`config.mk`:
```
export PLATFORM = sky130hd
export DESIGN_NAME = pipeline_hazard_controller_flat
export DESIGN_NICKNAME = d
export VERILOG_FILES = /design/src/rtl/pipeline_hazard_controller_pkg.sv /design/src/rtl/pipeline_hazard_controller_if.sv /design/src/rtl/pipeline_hazard_controller_hazard_detect.sv /design/src/rtl/pipeline_hazard_controller.sv /design/src/flat_wrapper.sv
export SDC_FILE = /design/constraint.sdc
export NUM_CORES = 1
export LEC_CHECK = 0
export CORE_MARGIN = 2
export CORE_UTILIZATION = 53
export DETAILED_ROUTE_END_ITERATION = 10
export PLACE_DENSITY_LB_ADDON = 0.1
export SYNTH_ARGS = -nofsm -noshare
export SYNTH_HDL_FRONTEND = slang
export SYNTH_HIERARCHICAL = 1
export SYNTH_SLANG_ARGS = --single-unit
```
`constraint.sdc`:
```
create_clock -name clk -period 5.5 [get_ports clk]
set_input_delay 0.55 -clock clk [delete_from_list [all_inputs] [get_ports clk]]
set_output_delay 0.55 -clock clk [all_outputs]
set_load 0.02 [all_outputs]
```
`src/rtl/pipeline_hazard_controller_pkg.sv`:
```
// rtl/pipeline_hazard_controller_pkg.sv - shared state encoding and ecall register constants
package pipeline_hazard_controller_pkg;

    typedef enum logic [1:0] {
        ST_RUN      = 2'd0,
        ST_MEM_WAIT = 2'd1,
        ST_DRAIN    = 2'd2,
        ST_HALTED   = 2'd3
    } state_t;

    // a7 (x17) carries the ecall code; code 10 requests a halt
    localparam int HALT_REG  = 17;
    localparam int HALT_CODE = 10;

endpackage

```
`src/rtl/pipeline_hazard_controller_if.sv`:
```
// rtl/pipeline_hazard_controller_if.sv - decoded pipeline control in, stage enables and counters out
interface pipeline_hazard_controller_if #(
    parameter int REG_ADDR_W = 5,
    parameter int CNT_W      = 32
);
    logic [REG_ADDR_W-1:0] id_rs1;
    logic [REG_ADDR_W-1:0] id_rs2;
    logic                  id_use_rs1;
    logic                  id_use_rs2;
    logic                  id_is_ecall;
    logic                  id_halt_req;
    logic                  ex_mem_read;
    logic                  ex_write_en;
    logic [REG_ADDR_W-1:0] ex_rd;
    logic                  ex_redirect;
    logic                  dmem_ready;

    logic                  pc_write;
    logic                  if_id_write;
    logic                  if_id_flush;
    logic                  id_ex_flush;
    logic                  ex_mem_write;
    logic                  mem_wb_flush;
    logic                  is_halted;
    logic [CNT_W-1:0]      stall_count;
    logic [CNT_W-1:0]      flush_count;

    modport master (
        output id_rs1, id_rs2, id_use_rs1, id_use_rs2, id_is_ecall, id_halt_req,
               ex_mem_read, ex_write_en, ex_rd, ex_redirect, dmem_ready,
        input  pc_write, if_id_write, if_id_flush, id_ex_flush, ex_mem_write,
               mem_wb_flush, is_halted, stall_count, flush_count
    );

    modport slave (
        input  id_rs1, id_rs2, id_use_rs1, id_use_rs2, id_is_ecall, id_halt_req,
               ex_mem_read, ex_write_en, ex_rd, ex_redirect, dmem_ready,
        output pc_write, if_id_write, if_id_flush, id_ex_flush, ex_mem_write,
               mem_wb_flush, is_halted, stall_count, flush_count
    );

endinterface

```
`src/rtl/pipeline_hazard_controller_hazard_detect.sv`:
```
// rtl/pipeline_hazard_controller_hazard_detect.sv - load-use and ecall-x17 register dependency compare
module pipeline_hazard_controller_hazard_detect
    import pipeline_hazard_controller_pkg::*;
#(
    parameter int REG_ADDR_W = 5
) (
    input  logic [REG_ADDR_W-1:0] id_rs1,
    input  logic [REG_ADDR_W-1:0] id_rs2,
    input  logic                  id_use_rs1,
    input  logic                  id_use_rs2,
    input  logic                  id_is_ecall,
    input  logic                  ex_mem_read,
    input  logic                  ex_write_en,
    input  logic [REG_ADDR_W-1:0] ex_rd,
    output logic                  load_use,
    output logic                  ecall_stall
);
    logic rd_live;
    logic rs1_hit;
    logic rs2_hit;

    // writes to x0 are discarded, so they can never create a dependency
    assign rd_live = (ex_rd != '0);
    assign rs1_hit = id_use_rs1 && (id_rs1 == ex_rd);
    assign rs2_hit = id_use_rs2 && (id_rs2 == ex_rd);

    assign load_use = ex_mem_read && rd_live && (rs1_hit || rs2_hit);

    // ecall reads a7 from the register file only, so an in-flight write must land first
    assign ecall_stall = id_is_ecall && ex_write_en && (ex_rd == REG_ADDR_W'(HALT_REG));

endmodule

```
`src/rtl/pipeline_hazard_controller.sv`:
```
// rtl/pipeline_hazard_controller.sv - 5-stage pipeline sequencing FSM, stall/flush enables and counters
module pipeline_hazard_controller
    import pipeline_hazard_controller_pkg::*;
#(
    parameter int REG_ADDR_W   = 5,
    parameter int DRAIN_CYCLES = 3,
    parameter int CNT_W        = 32
) (
    input  logic                        clk,
    input  logic                        reset_n,
    pipeline_hazard_controller_if.slave bus
);
    localparam int DRAIN_W = (DRAIN_CYCLES > 1) ? $clog2(DRAIN_CYCLES) : 1;
    localparam logic [DRAIN_W-1:0] DRAIN_LOAD = DRAIN_W'(DRAIN_CYCLES - 1);

    state_t             state;
    state_t             state_next;
    logic [DRAIN_W-1:0] drain_cnt;
    logic [DRAIN_W-1:0] drain_next;
    logic [CNT_W-1:0]   stall_cnt;
    logic [CNT_W-1:0]   flush_cnt;
    logic               stall_hit;
    logic               flush_hit;
    logic               load_use;
    logic               ecall_stall;

    logic pc_write;
    logic if_id_write;
    logic if_id_flush;
    logic id_ex_flush;
    logic ex_mem_write;
    logic mem_wb_flush;
    logic is_halted;

    pipeline_hazard_controller_hazard_detect #(
        .REG_ADDR_W (REG_ADDR_W)
    ) u_hazard_detect (
        .id_rs1      (bus.id_rs1),
        .id_rs2      (bus.id_rs2),
        .id_use_rs1  (bus.id_use_rs1),
        .id_use_rs2  (bus.id_use_rs2),
        .id_is_ecall (bus.id_is_ecall),
        .ex_mem_read (bus.ex_mem_read),
        .ex_write_en (bus.ex_write_en),
        .ex_rd       (bus.ex_rd),
        .load_use    (load_use),
        .ecall_stall (ecall_stall)
    );

    always_comb begin
        pc_write     = 1'b1;
        if_id_write  = 1'b1;
        if_id_flush  = 1'b0;
        id_ex_flush  = 1'b0;
        ex_mem_write = 1'b1;
        mem_wb_flush = 1'b0;
        is_halted    = 1'b0;
        state_next   = state;
        drain_next   = drain_cnt;
        stall_hit    = 1'b0;
        flush_hit    = 1'b0;

        case (state)
            ST_RUN, ST_MEM_WAIT: begin
                if (!bus.dmem_ready) begin
                    // a pending redirect stays in EX and is taken once memory completes
                    pc_write     = 1'b0;
                    if_id_write  = 1'b0;
                    ex_mem_write = 1'b0;
                    mem_wb_flush = 1'b1;
                    stall_hit    = 1'b1;
                    state_next   = ST_MEM_WAIT;
                end else begin
                    state_next = ST_RUN;
                    if (bus.ex_redirect) begin
                        if_id_flush = 1'b1;
                        id_ex_flush = 1'b1;
                        flush_hit   = 1'b1;
                    end else if (load_use || ecall_stall) begin
                        pc_write    = 1'b0;
                        if_id_write = 1'b0;
                        id_ex_flush = 1'b1;
                        stall_hit   = 1'b1;
                    end else if (bus.id_halt_req) begin
                        pc_write    = 1'b0;
                        if_id_flush = 1'b1;
                        stall_hit   = 1'b1;
                        state_next  = ST_DRAIN;
                        drain_next  = DRAIN_LOAD;
                    end
                end
            end
            ST_DRAIN: begin
                if (!bus.dmem_ready) begin
                    pc_write     = 1'b0;
                    if_id_write  = 1'b0;
                    ex_mem_write = 1'b0;
                    mem_wb_flush = 1'b1;
                end else begin
                    pc_write    = 1'b0;
                    if_id_flush = 1'b1;
                    id_ex_flush = 1'b1;
                    if (drain_cnt == '0) begin
                        state_next = ST_HALTED;
                    end else begin
                        drain_next = drain_cnt - 1'b1;
                    end
                end
            end
            ST_HALTED: begin
                pc_write     = 1'b0;
                if_id_write  = 1'b0;
                ex_mem_write = 1'b0;
                if_id_flush  = 1'b1;
                id_ex_flush  = 1'b1;
                mem_wb_flush = 1'b1;
                is_halted    = 1'b1;
            end
            default: state_next = ST_RUN;
        endcase

        // while reset is held every stage is bubbled and nothing advances
        if (!reset_n) begin
            pc_write     = 1'b0;
            if_id_write  = 1'b0;
            ex_mem_write = 1'b0;
            if_id_flush  = 1'b1;
            id_ex_flush  = 1'b1;
            mem_wb_flush = 1'b1;
            is_halted    = 1'b0;
        end
    end

    always_ff @(posedge clk or negedge reset_n) begin
        if (!reset_n) begin
            state     <= ST_RUN;
            drain_cnt <= '0;
            stall_cnt <= '0;
            flush_cnt <= '0;
        end else begin
            state     <= state_next;
            drain_cnt <= drain_next;
            if (stall_hit && (stall_cnt != '1)) begin
                stall_cnt <= stall_cnt + CNT_W'(1);
            end
            if (flush_hit && (flush_cnt != '1)) begin
                flush_cnt <= flush_cnt + CNT_W'(1);
            end
        end
    end

    assign bus.pc_write     = pc_write;
    assign bus.if_id_write  = if_id_write;
    assign bus.if_id_flush  = if_id_flush;
    assign bus.id_ex_flush  = id_ex_flush;
    assign bus.ex_mem_write = ex_mem_write;
    assign bus.mem_wb_flush = mem_wb_flush;
    assign bus.is_halted    = is_halted;
    assign bus.stall_count  = stall_cnt;
    assign bus.flush_count  = flush_cnt;

endmodule

```
`src/flat_wrapper.sv`:
```
// flat-port wrapper written by rule: the top's interface ports become plain ports
module pipeline_hazard_controller_flat import pipeline_hazard_controller_pkg::*;
#(
    parameter int REG_ADDR_W   = 5,
    parameter int DRAIN_CYCLES = 3,
    parameter int CNT_W        = 32
)
  (clk, reset_n, bus_id_rs1, bus_id_rs2, bus_id_use_rs1, bus_id_use_rs2, bus_id_is_ecall, bus_id_halt_req, bus_ex_mem_read, bus_ex_write_en, bus_ex_rd, bus_ex_redirect, bus_dmem_ready, bus_pc_write, bus_if_id_write, bus_if_id_flush, bus_id_ex_flush, bus_ex_mem_write, bus_mem_wb_flush, bus_is_halted, bus_stall_count, bus_flush_count);
  pipeline_hazard_controller_if #(.REG_ADDR_W(REG_ADDR_W), .CNT_W(CNT_W)) bus_i ();
  input  logic clk;
  input  logic reset_n;
  input wire logic [$bits(bus_i.id_rs1)-1:0] bus_id_rs1;
  input wire logic [$bits(bus_i.id_rs2)-1:0] bus_id_rs2;
  input wire logic [$bits(bus_i.id_use_rs1)-1:0] bus_id_use_rs1;
  input wire logic [$bits(bus_i.id_use_rs2)-1:0] bus_id_use_rs2;
  input wire logic [$bits(bus_i.id_is_ecall)-1:0] bus_id_is_ecall;
  input wire logic [$bits(bus_i.id_halt_req)-1:0] bus_id_halt_req;
  input wire logic [$bits(bus_i.ex_mem_read)-1:0] bus_ex_mem_read;
  input wire logic [$bits(bus_i.ex_write_en)-1:0] bus_ex_write_en;
  input wire logic [$bits(bus_i.ex_rd)-1:0] bus_ex_rd;
  input wire logic [$bits(bus_i.ex_redirect)-1:0] bus_ex_redirect;
  input wire logic [$bits(bus_i.dmem_ready)-1:0] bus_dmem_ready;
  output wire logic [$bits(bus_i.pc_write)-1:0] bus_pc_write;
  output wire logic [$bits(bus_i.if_id_write)-1:0] bus_if_id_write;
  output wire logic [$bits(bus_i.if_id_flush)-1:0] bus_if_id_flush;
  output wire logic [$bits(bus_i.id_ex_flush)-1:0] bus_id_ex_flush;
  output wire logic [$bits(bus_i.ex_mem_write)-1:0] bus_ex_mem_write;
  output wire logic [$bits(bus_i.mem_wb_flush)-1:0] bus_mem_wb_flush;
  output wire logic [$bits(bus_i.is_halted)-1:0] bus_is_halted;
  output wire logic [$bits(bus_i.stall_count)-1:0] bus_stall_count;
  output wire logic [$bits(bus_i.flush_count)-1:0] bus_flush_count;
  assign bus_i.id_rs1 = bus_id_rs1;
  assign bus_i.id_rs2 = bus_id_rs2;
  assign bus_i.id_use_rs1 = bus_id_use_rs1;
  assign bus_i.id_use_rs2 = bus_id_use_rs2;
  assign bus_i.id_is_ecall = bus_id_is_ecall;
  assign bus_i.id_halt_req = bus_id_halt_req;
  assign bus_i.ex_mem_read = bus_ex_mem_read;
  assign bus_i.ex_write_en = bus_ex_write_en;
  assign bus_i.ex_rd = bus_ex_rd;
  assign bus_i.ex_redirect = bus_ex_redirect;
  assign bus_i.dmem_ready = bus_dmem_ready;
  assign bus_pc_write = bus_i.pc_write;
  assign bus_if_id_write = bus_i.if_id_write;
  assign bus_if_id_flush = bus_i.if_id_flush;
  assign bus_id_ex_flush = bus_i.id_ex_flush;
  assign bus_ex_mem_write = bus_i.ex_mem_write;
  assign bus_mem_wb_flush = bus_i.mem_wb_flush;
  assign bus_is_halted = bus_i.is_halted;
  assign bus_stall_count = bus_i.stall_count;
  assign bus_flush_count = bus_i.flush_count;
  pipeline_hazard_controller #(.REG_ADDR_W(REG_ADDR_W), .DRAIN_CYCLES(DRAIN_CYCLES), .CNT_W(CNT_W)) u_core (.clk(clk), .reset_n(reset_n), .bus(bus_i));
endmodule
```
==> results of run 1 <==
per-layer routing:
layer / wire length, um / track usage, %
met1: 3760 / 30.0
met2: 4150 / 37.8
met3: 449 / 4.55
met4: 167 / 10.2
met5: 0 / 0
cells in the final DEF (no fill, tap or decap), drive strengths merged, types with 4 or more instances in the layout:
| cell | Yosys | layout |
|---|---|---|
| a21oi | 8 | 8 |
| a31oi | 4 | 4 |
| and3 | 8 | 8 |
| and4 | 6 | 6 |
| clkbuf | 3 | 12 |
| clkdlybuf4s50 | 0 | 94 |
| dfrtp | 68 | 68 |
| inv | 12 | 12 |
| nand2 | 32 | 32 |
| nand3 | 22 | 22 |
| nand4 | 21 | 21 |
| nor2 | 33 | 33 |
| nor3 | 20 | 20 |
| nor4 | 16 | 16 |
| xnor2 | 26 | 26 |
| xor2 | 42 | 42 |
how the worst min path moves through the flow:
stage	end	slack [ns]	depth (start not counted)
2_1_floorplan	u_core/bus.flush_count[0]	0.25	0
3_3_place_gp	u_core/state[1]	0.41	1
3_5_place_dp	u_core/state[1]	0.41	1
4_1_cts	u_core/state[1]	0.04	1
5_1_grt	u_core/state[1]	0.04	1
6_report	u_core/state[1]	0.06	1
through the flow:
step                total power (uW)  util [%]  setup WS (ns)
detailed placement               872      69.7           2.02
global route                    1290      72.2           1.79
finish                          1220      72.2           1.95
CTS                             1230      72.2           2.02
global placement                 866      69.7           2.07
floorplan                        734         -           2.81
synth_stat cells (all sizes together) (2+ instances only):
cell	n	share of area [%]
a21oi	8	1.1
a31oi	4	0.85
and3	8	1.4
and4	6	1.4
buf	2	0.44
clkbuf	3	0.31
dfrtp	68	46
ha	3	1.0
inv	12	1.2
mux2	2	0.61
mux2i	3	0.82
nand2	32	3.3
nand2b	3	0.51
nand3	22	3.1
nand3b	2	0.51
nand4	21	3.7
nor2	33	3.4
nor3	20	2.9
nor3b	3	0.61
nor4	16	3.8
o211ai	3	0.61
o21ai	2	0.27
or2	2	0.34
or3	2	0.34
or4	3	0.71
xnor2	26	6.2
xor2	42	10
sequential cells by signal (all words and copies together) (netlist names):
register                cells
u_core/bus.flush_count     32
u_core/state                2
u_core/bus.stall_count     32
u_core/drain_cnt            2
cells by family after synthesis:
kind of cell	Yosys count
adders and majority gates	3
xor gates and xnor gates	68
muxes	5
AOI/OAI and AO/OA	26
buffers and inverters	17
DFF	68
and+or+nand+nor	178
layout make-up:
cell class                 count  area (um2)
multi-input combinational    280        1910
fill                         539        1880
sequential                    68        1700
timing repair buffer          96         953
clock buffer                  12         145
tap                           80         100
inverter                      12        45.0
clock inverter                 4        25.0
critical path: stages:
cell and delay (ns):
clkdlybuf4s50_1 0.48, or3_1 0.43, o31ai_1 0.26, a21oi_1 0.11, nor2_1 0.26, a21oi_1 0.12, o211ai_1 0.17, clkdlybuf4s50_1 0.63
power by group:
part | switching [uW] | leakage, uW | internal (uW)
sequential | 57.4 | 0.000896 | 543
clock | 184 | 0.0000824 | 175
combinational | 130 | 0.00111 | 132
==> metrics.csv, run 1 <==
metric;value;unit
status;complete, no violations;
fraction of layout cells with a size suffix above 1;7.63;%
Die Span X;87.3;um
post-layout instance area;4880;um2
Pwr Density;250;nW/um2
drt pass-1 iters;5;
clk_lat worst skew;0.33;ns
placement row count;30;
cts repair resizes;0;
post-DP HPWL;6210;um
post-synthesis adder-cell area fraction;1.02;%
final non-filler cell total;552;
Netlist Area Pre-Place;3680;um2
critical path endpoint;bus_if_id_flush;
Slew @ Worst Pin;0.804;ns
largest net degree at the start of global routing;66;
Initial DRC Count;115;
Max-slew headroom;46.4;%
Die ar.;7630;um2
max-cap violations;0;
crit start category;input pin;
Mapped Avg Cell Area;10.1;um2
Setup CP Type;in -> out;
gpl congestion;0.837;
CTS H-tree depth;3;
CTS hold repair buffers;0;
Reg-to-Reg End;u_core/bus.flush_count[1];
num ports;96;
Post-Route Setup TNS;0;ns
CTS clock-pin slew for the worst setup and hold paths;0.07;ns
Clock Tree Root;clkbuf_8;
YS warnings;6;
core area;6760;um2
Compound-Gate Fraction of Synth Area;5.71;%
Seq/Total Area, Yosys;46.2;%
Die Height;87.3;um
vias in the first global route;2996;
CP Launch Point;bus_ex_rd[1];
# DRC;0;
setup slack, reg-to-reg;3.16;ns
first-pass GRT wire length;14000;um
r2r worst-path depth;5;
CP arrival;3.00;ns
fmax;0.281;GHz
largest family of logic cells by synthesized area;simple AND/OR/NAND/NOR gates;
Num CTS Buffers;9;
DR vias/cell;5.67;
Distinct cells, synth;50;
multiplexer area fraction after synthesis;1.43;%
P_leak;0.00209;uW
critical path required time;4.95;ns
final number of max-transition violations;0;
Post-Syn Nets;393;
xor and xnor area share after synthesis;16.2;%
Clock Path Buffers;2;
DP Cell Count;536;
fin crit share;64.6;%
P&R area growth vs syn;32.5;%
Post-synth EDFFs;0;
antenna violations before repair;0;
Post-synth ARST share;100;%
Port Buf Inserts;95;
simple-gate share of the synthesized area;27.5;%
final clock skew;0.00576;ns
dpl cell area;4710;um2
Final Critical Period;3.55;ns
Initial Utilization;54.5;%
Min Hold Slack;0.0590;ns
CTS sink cnt;68;
Antenna Cells;0;
drt wl/cell;15.4;um
CP Max Fanout;4;
Layout Nets;495;
DRT antenna net count;0;
GRT Total Usage;23.2;%
final setup violating endpoints;0;
Routed WL;8530;um
RR Startpoint;u_core/bus.flush_count[5];
CTS tree;yes;
synthesized flop and latch total;68;
total gr overflow;0;
hold crit path type;in -> async;
Max IR drop VDD;0.196;mV
Synth Instances;365;
DR vias;3130;
RSZ-0062 raised after global routing;no;
Fin. Hold Viols;0;
Synth Flop Type;dfrtp_1;
nature of the critical path endpoint;output port;
post-CTS setup buffer count;0;
No activity file was read; power rests on OpenSTA's default activity.
==> run 2, diff against run 1 <==
Settings changed: CORE_UTILIZATION 53 to 44.
Clock period 5.5 ns to 2.9 ns, I/O delays scaled along.
==> run 2 against run 1 <==
Net effect: die area is 19% higher; final cell count is 7.1% higher; sequential power is 90% higher; count of clock-buffer cells in the layout is 1 lower; critical path type unchanged; critical path depth stayed put; hold slack better by 0.26 ns; sequential share of layout area is 1.6 points lower; first-iteration DRC count is 45% higher; total power is 120% higher; largest power group unchanged; register-to-register slack worse by 2.5 ns; combinational power is 90% higher; largest cell class unchanged.
==> metrics.csv, run 2 (synthesis results as in run 1) <==
metric;value;unit;change
status;complete, no violations;;unchanged
Die Span X;95.5;um;was 87.3 um
post-layout util;62.5;%;was 72.2%
GRT Total Usage;20.1;%;was 23.2%
r2r worst-path depth;6;;was 5
worst path cell trace;clkdlybuf4s50_1 -> or3_1 -> o31ai_1 -> a21oi_2 -> nor3_1 -> nor2_1 -> nor4bb_1 -> dlygate4sd2_1;;was clkdlybuf4s50_1 -> or3_1 -> o31ai_1 -> a21oi_1 -> nor2_1 -> a21oi_1 -> o211ai_1 -> clkdlybuf4s50_1
Final Critical Period;2.68;ns;
Port Buf Inserts;95;;unchanged
post-DP HPWL;6230;um;was 6210 um
Place WS;-0.144;ns;was 2.02 ns
met1 usage;27.9;%;was 30.0%
met3 GRT Util;4.82;%;was 4.55%
fin crit share;92.4;%;
RR Startpoint;u_core/bus.stall_count[0];;was u_core/bus.flush_count[5]
Initial DRC Count;167;;was 115
num ports;96;;unchanged
final clock skew;0.0124;ns;was 0.00576 ns
CP Max Fanout;3;;was 4
total gr overflow;0;;unchanged
Fin. Hold Viols;0;;unchanged
Register Area;1700;um2;unchanged
Setup CP Type;in -> out;;unchanged
post-CTS setup buffer count;0;;unchanged
hold crit path type;in -> async;;unchanged
Final WS setup;0.221;ns;was 1.95 ns
Die ar.;9110;um2;was 7630 um2
largest net degree at the start of global routing;68;;was 66
Num CTS Buffers;9;;unchanged
CTS clock-pin slew for the worst setup and hold paths;0.07;ns;about the same
critical path required time;2.61;ns;was 4.95 ns
fraction of layout cells with a size suffix above 1;10.9;%;was 7.63%
CP arrival;2.39;ns;was 3.00 ns
fmax;0.373;GHz;
Reg-to-Reg End;u_core/bus.stall_count[29];;was u_core/bus.flush_count[1]
P&R area growth vs syn;38.9;%;was 32.5%
Max IR drop VDD;0.437;mV;was 0.196 mV
clk_lat worst skew;0.35;ns;was 0.33 ns
Clock Path Buffers;2;;unchanged
# DRC;0;;unchanged
final setup violating endpoints;0;;unchanged
placement row count;33;;was 30
DRT antenna net count;0;;unchanged
Routed WL;8570;um;was 8530 um
Slew @ Worst Pin;0.836;ns;was 0.804 ns
most frequent cells in the layout;clkdlybuf4s50_1, dfrtp_1, xor2_1;;unchanged
vias in the first global route;3031;;was 2996
antenna violations before repair;0;;unchanged
gpl congestion;0.844;;was 0.837
first-pass GRT wire length;14200;um;was 14000 um
P_leak;0.00222;uW;was 0.00209 uW
setup slack, reg-to-reg;0.66;ns;was 3.16 ns
fillers;695;;was 539
slowest stage cell, crit path;clkdlybuf4s50_1;;unchanged
Max-slew headroom;44.3;%;was 46.4%
GR peak layer;met2;;unchanged
post-layout instance area;5110;um2;was 4880 um2
Initial Utilization;45.0;%;was 54.5%
Clock Tree Root;clkbuf_8;;unchanged
dpl cell area;4840;um2;was 4710 um2
Die Height;95.5;um;was 87.3 um
drt pass-1 iters;4;;was 5
Min Hold Slack;0.320;ns;was 0.0590 ns
CTS H-tree depth;3;;unchanged
nature of the critical path endpoint;output port;;unchanged
DR vias/cell;5.33;;was 5.67
CTS sink cnt;68;;unchanged
DR vias;3152;;was 3130
max-cap violations;0;;unchanged
footprint of the multi-input gates;1910;um2;about the same
Final Total Pwr;2630;uW;was 1220 uW
Antenna Cells;0;;unchanged
Layout Nets;509;;was 495
RSZ-0062 raised after global routing;no;;unchanged
peak per-stage delay on the critical path;0.47;ns;was 0.63 ns
crit start category;input pin;;unchanged
final number of max-transition violations;0;;unchanged
CP Launch Point;bus_ex_rd[1];;unchanged
core area;8180;um2;was 6760 um2
critical path endpoint;bus_pc_write;;was bus_if_id_flush
Pwr Density;515;nW/um2;was 250 nW/um2
CTS tree;yes;;unchanged
drt wl/cell;14.5;um;was 15.4 um
commonest non-fill, non-tap cell in the layout;clkdlybuf4s50_1;;unchanged
routing usage on met2;30.4;%;was 37.8%
## run 2: how the worst min path moves through the flow
| stage | from | to | slack (ns) | cells past startpoint |
|---|---|---|---|---|
| final | reset_n | u_core/state[1] | 0.32 | 2 |
| after detailed placement | reset_n | u_core/state[1] | 0.13 | 1 |
| after global placement | reset_n | u_core/state[1] | 0.14 | 1 |
| after CTS | reset_n | u_core/state[1] | 0.31 | 2 |
| after global routing | reset_n | u_core/state[1] | 0.32 | 2 |
| after floorplan | reset_n | u_core/bus.flush_count[0] | -0.006 | 0 |
## run 2: critical path: cells and delay by family
kind / cells / cell delay, ns
buf+inv: 2 / 0.84
simple gates: 4 / 0.90
compound gates: 2 / 0.36
## run 2: layer usage
layer	part of all wire, %	wire length (um)
met5	0	0
met4	1.3	115
met3	4.9	422
met2	47	3990
met1	47	4040
## run 2: final cells by class
| class | count | area share, % |
|---|---|---|
| Sequential cell | 68 | 33.3 |
| Timing Repair Buffer | 110 | 20.8 |
| Tap cell | 105 | 2.57 |
| Clock inverter | 5 | 2.08 |
| Inverter | 12 | 0.881 |
| Multi-Input combinational cell | 280 | 37.4 |
| Clock buffer | 11 | 2.96 |
## run 2: timing repair
item	in CTS	in global routing
endpoints found under the setup margin	2	2
hold buffers	1	0
hold endpoints to repair	1	0
resized for setup	2	4
## run 2: stage by stage
stage,setup TNS (ns),cells
after global placement,-0.325,574
after global routing,0,591
after floorplan,0,365
after detailed placement,-0.673,574
final,0,591
after CTS,0,591
## run 2: report_power, final
part | internal, uW | switching [uW]
Sequential | 1030 | 112
Clock | 621 | 373
Combinational | 254 | 244
==> run 3, diff against run 2 <==
Settings changed: CORE_MARGIN 2 to 1.
==> run 3 against run 2 <==
Net effect: clock skew fell by 0.0047 ns; total power fell by 8.7%; worst setup slack got worse by 0.052 ns; sequential share of layout area rose by 0.66 points; maximum frequency fell by 1.9%; die area fell by 4.1%; largest power group unchanged; clock power fell by 24%; cell area fell by 1.9%; via count rose by 0.67%; global-route usage rose by 1.3 points.
==> metrics.csv, run 3 (synthesis results as in run 1) <==
metric;value;unit;change
status;complete, no violations;;unchanged
Die Span X;93.5;um;was 95.5 um
Initial DRC Count;108;;was 167
CP arrival;2.44;ns;was 2.39 ns
Final Critical Period;2.73;ns;was 2.68 ns
Routed WL;8900;um;was 8570 um
Final Total Pwr;2410;uW;was 2630 uW
Die ar.;8740;um2;was 9110 um2
antenna violations before repair;0;;unchanged
met2 wire len;4410;um;was 3990 um
Clock Tree Root;clkbuf_8;;unchanged
post-CTS setup buffer count;0;;unchanged
crit start category;input pin;;unchanged
Pwr Density;480;nW/um2;was 515 nW/um2
core area;7930;um2;was 8180 um2
combinational fraction of design power;21.1;%;was 18.9%
first-pass GRT wire length;14700;um;was 14200 um
Crit path depth;8;;unchanged
CTS H-tree depth;3;;unchanged
Antenna Cells;0;;unchanged
final clock skew;0.00771;ns;was 0.0124 ns
clk_lat worst skew;0.34;ns;was 0.35 ns
CTS sink cnt;68;;unchanged
Final WS setup;0.169;ns;was 0.221 ns
placement row count;32;;was 33
critical path required time;2.61;ns;about the same
CTS clock-pin slew for the worst setup and hold paths;0.08;ns;was 0.07 ns
Layout Nets;507;;was 509
RSZ-0062 raised after global routing;no;;unchanged
slowest stage cell, crit path;clkdlybuf4s50_1;;unchanged
Num CTS Buffers;9;;unchanged
Place WS;-0.147;ns;was -0.144 ns
Clock Path Buffers;2;;unchanged
vias in the first global route;3126;;was 3031
peak per-stage delay on the critical path;0.48;ns;was 0.47 ns
drt wl/cell;15.2;um;was 14.5 um
most frequent cells in the layout;clkdlybuf4s50_1, dfrtp_1, xor2_1;;unchanged
final number of max-transition violations;0;;unchanged
Setup CP Type;in -> out;;unchanged
P_int;1680;uW;was 1900 uW
Die Height;93.5;um;was 95.5 um
gpl congestion;0.848;;was 0.844
final setup violating endpoints;0;;unchanged
drt pass-1 iters;4;;unchanged
fillers;702;;was 695
num ports;96;;unchanged
Max IR drop VDD;0.367;mV;was 0.437 mV
fmax;0.366;GHz;was 0.373 GHz
nature of the critical path endpoint;output port;;unchanged
met1 wire length;3990;um;was 4040 um
DR top layer;met4;;unchanged
register share of total power;47.4;%;was 43.3%
worst path cell trace;clkdlybuf4s50_1 -> or3_1 -> o31ai_1 -> a21oi_2 -> nor3_1 -> nor2_1 -> nor4bb_1 -> dlygate4sd2_1;;unchanged
Initial Utilization;46.4;%;was 45.0%
fin crit share;94.2;%;was 92.4%
switching pwr;727;uW;was 729 uW
CTS tree;yes;;unchanged
r2r worst-path depth;6;;unchanged
post-DP HPWL;6580;um;was 6230 um
total gr overflow;0;;unchanged
CTS hold repair buffers;0;;was 1
max-cap violations;0;;unchanged
DR vias/cell;5.41;;was 5.33
largest net degree at the start of global routing;36;;was 68
CP Launch Point;bus_ex_rd[1];;unchanged
Worst path top cell family by delay;simple AND/OR/NAND/NOR gates;;unchanged
power share of the clock group;31.5;%;was 37.8%
Fin. Hold Viols;0;;unchanged
hold crit path type;in -> async;;unchanged
Slew @ Worst Pin;0.669;ns;was 0.836 ns
GRT Total Usage;21.4;%;was 20.1%
P_leak;0.00218;uW;was 0.00222 uW
DRT antenna net count;0;;unchanged
Reg-to-Reg End;u_core/bus.stall_count[29];;unchanged
metal3 WL;303;um;was 422 um
setup slack, reg-to-reg;0.61;ns;was 0.66 ns
Switching Fraction;30.2;%;was 27.7%
Max-slew headroom;55.2;%;was 44.3%
WP buf/inv;2;;unchanged
Port Buf Inserts;95;;unchanged
fraction of layout cells with a size suffix above 1;10.3;%;was 10.9%
RR Startpoint;u_core/bus.stall_count[0];;unchanged
CP Max Fanout;3;;unchanged
P&R area growth vs syn;36.2;%;was 38.9%
Min Hold Slack;0.0647;ns;was 0.320 ns
# DRC;0;;unchanged
critical path endpoint;bus_pc_write;;unchanged
DR vias;3173;;was 3152
commonest non-fill, non-tap cell in the layout;clkdlybuf4s50_1;;unchanged
run 3: changes by cell type in the layout (fill, tap and decap cells not counted), moves of 2 or more:
cell	change
bufinv_16	-2
clkbuf_1	+2
clkbuf_8	-2
clkinv_2	+3
run 3: power by group through the flow:
| stage | registers, uW | clock network, uW | logic (uW) |
|---|---|---|---|
| 2_1_floorplan | 1220 | 0 | 176 |
| 3_3_place_gp | 1160 | 0 | 497 |
| 3_5_place_dp | 1160 | 0 | 514 |
| 4_1_cts | 1140 | 778 | 514 |
| 5_1_grt | 1160 | 824 | 551 |
| 6_report | 1140 | 758 | 506 |
run 3: layout make-up:
type / instances / area, um2 / area share, %
clock buffers: 11 / 131 / 2.62
well taps: 102 / 128 / 2.55
clock inverters: 5 / 52.6 / 1.05
inverters: 12 / 45.0 / 0.898
flip-flops and latches: 68 / 1700 / 33.9
multi-input cells: 280 / 1910 / 38.2
repair buffers: 108 / 1040 / 20.8
run 3: worst min-delay path by stage:
stage          startpoint                    endpoint  slack (ns)  cells after the start
3_3_place_gp      reset_n             u_core/state[1]        0.43                      2
3_5_place_dp      reset_n  u_core/bus.stall_count[30]        0.44                      2
2_1_floorplan     reset_n   u_core/bus.flush_count[0]      -0.006                      0
6_report          reset_n             u_core/state[0]        0.06                      2
5_1_grt           reset_n  u_core/bus.flush_count[30]        0.10                      2
4_1_cts           reset_n  u_core/bus.stall_count[25]        0.07                      2
run 3: metrics by stage:
stage,cell area [um2],TNS [ns],std cells,utilization [%]
2_1_floorplan,3680,0,365,-
3_3_place_gp,4820,-0.0929,570,60.9
3_5_place_dp,4820,-0.684,570,60.9
4_1_cts,5010,0,586,63.2
5_1_grt,5010,0,586,63.2
6_report,5010,0,586,63.2
run 3: timing repair:
item | 4_1_cts | 5_1_grt
endpoints found under the setup margin | 4 | 3
hold endpoints to repair | 0 | 0
gates resized for setup | 4 | 2
pin swaps | 0 | 0
run 3: layer usage:
layer | vias up | global-route usage, %
met2 | 74 | 36.3
li1 | 1538 | -
met4 | 0 | 9.10
met5 | - | 0
met3 | 18 | 3.09
met1 | 1543 | 27.3
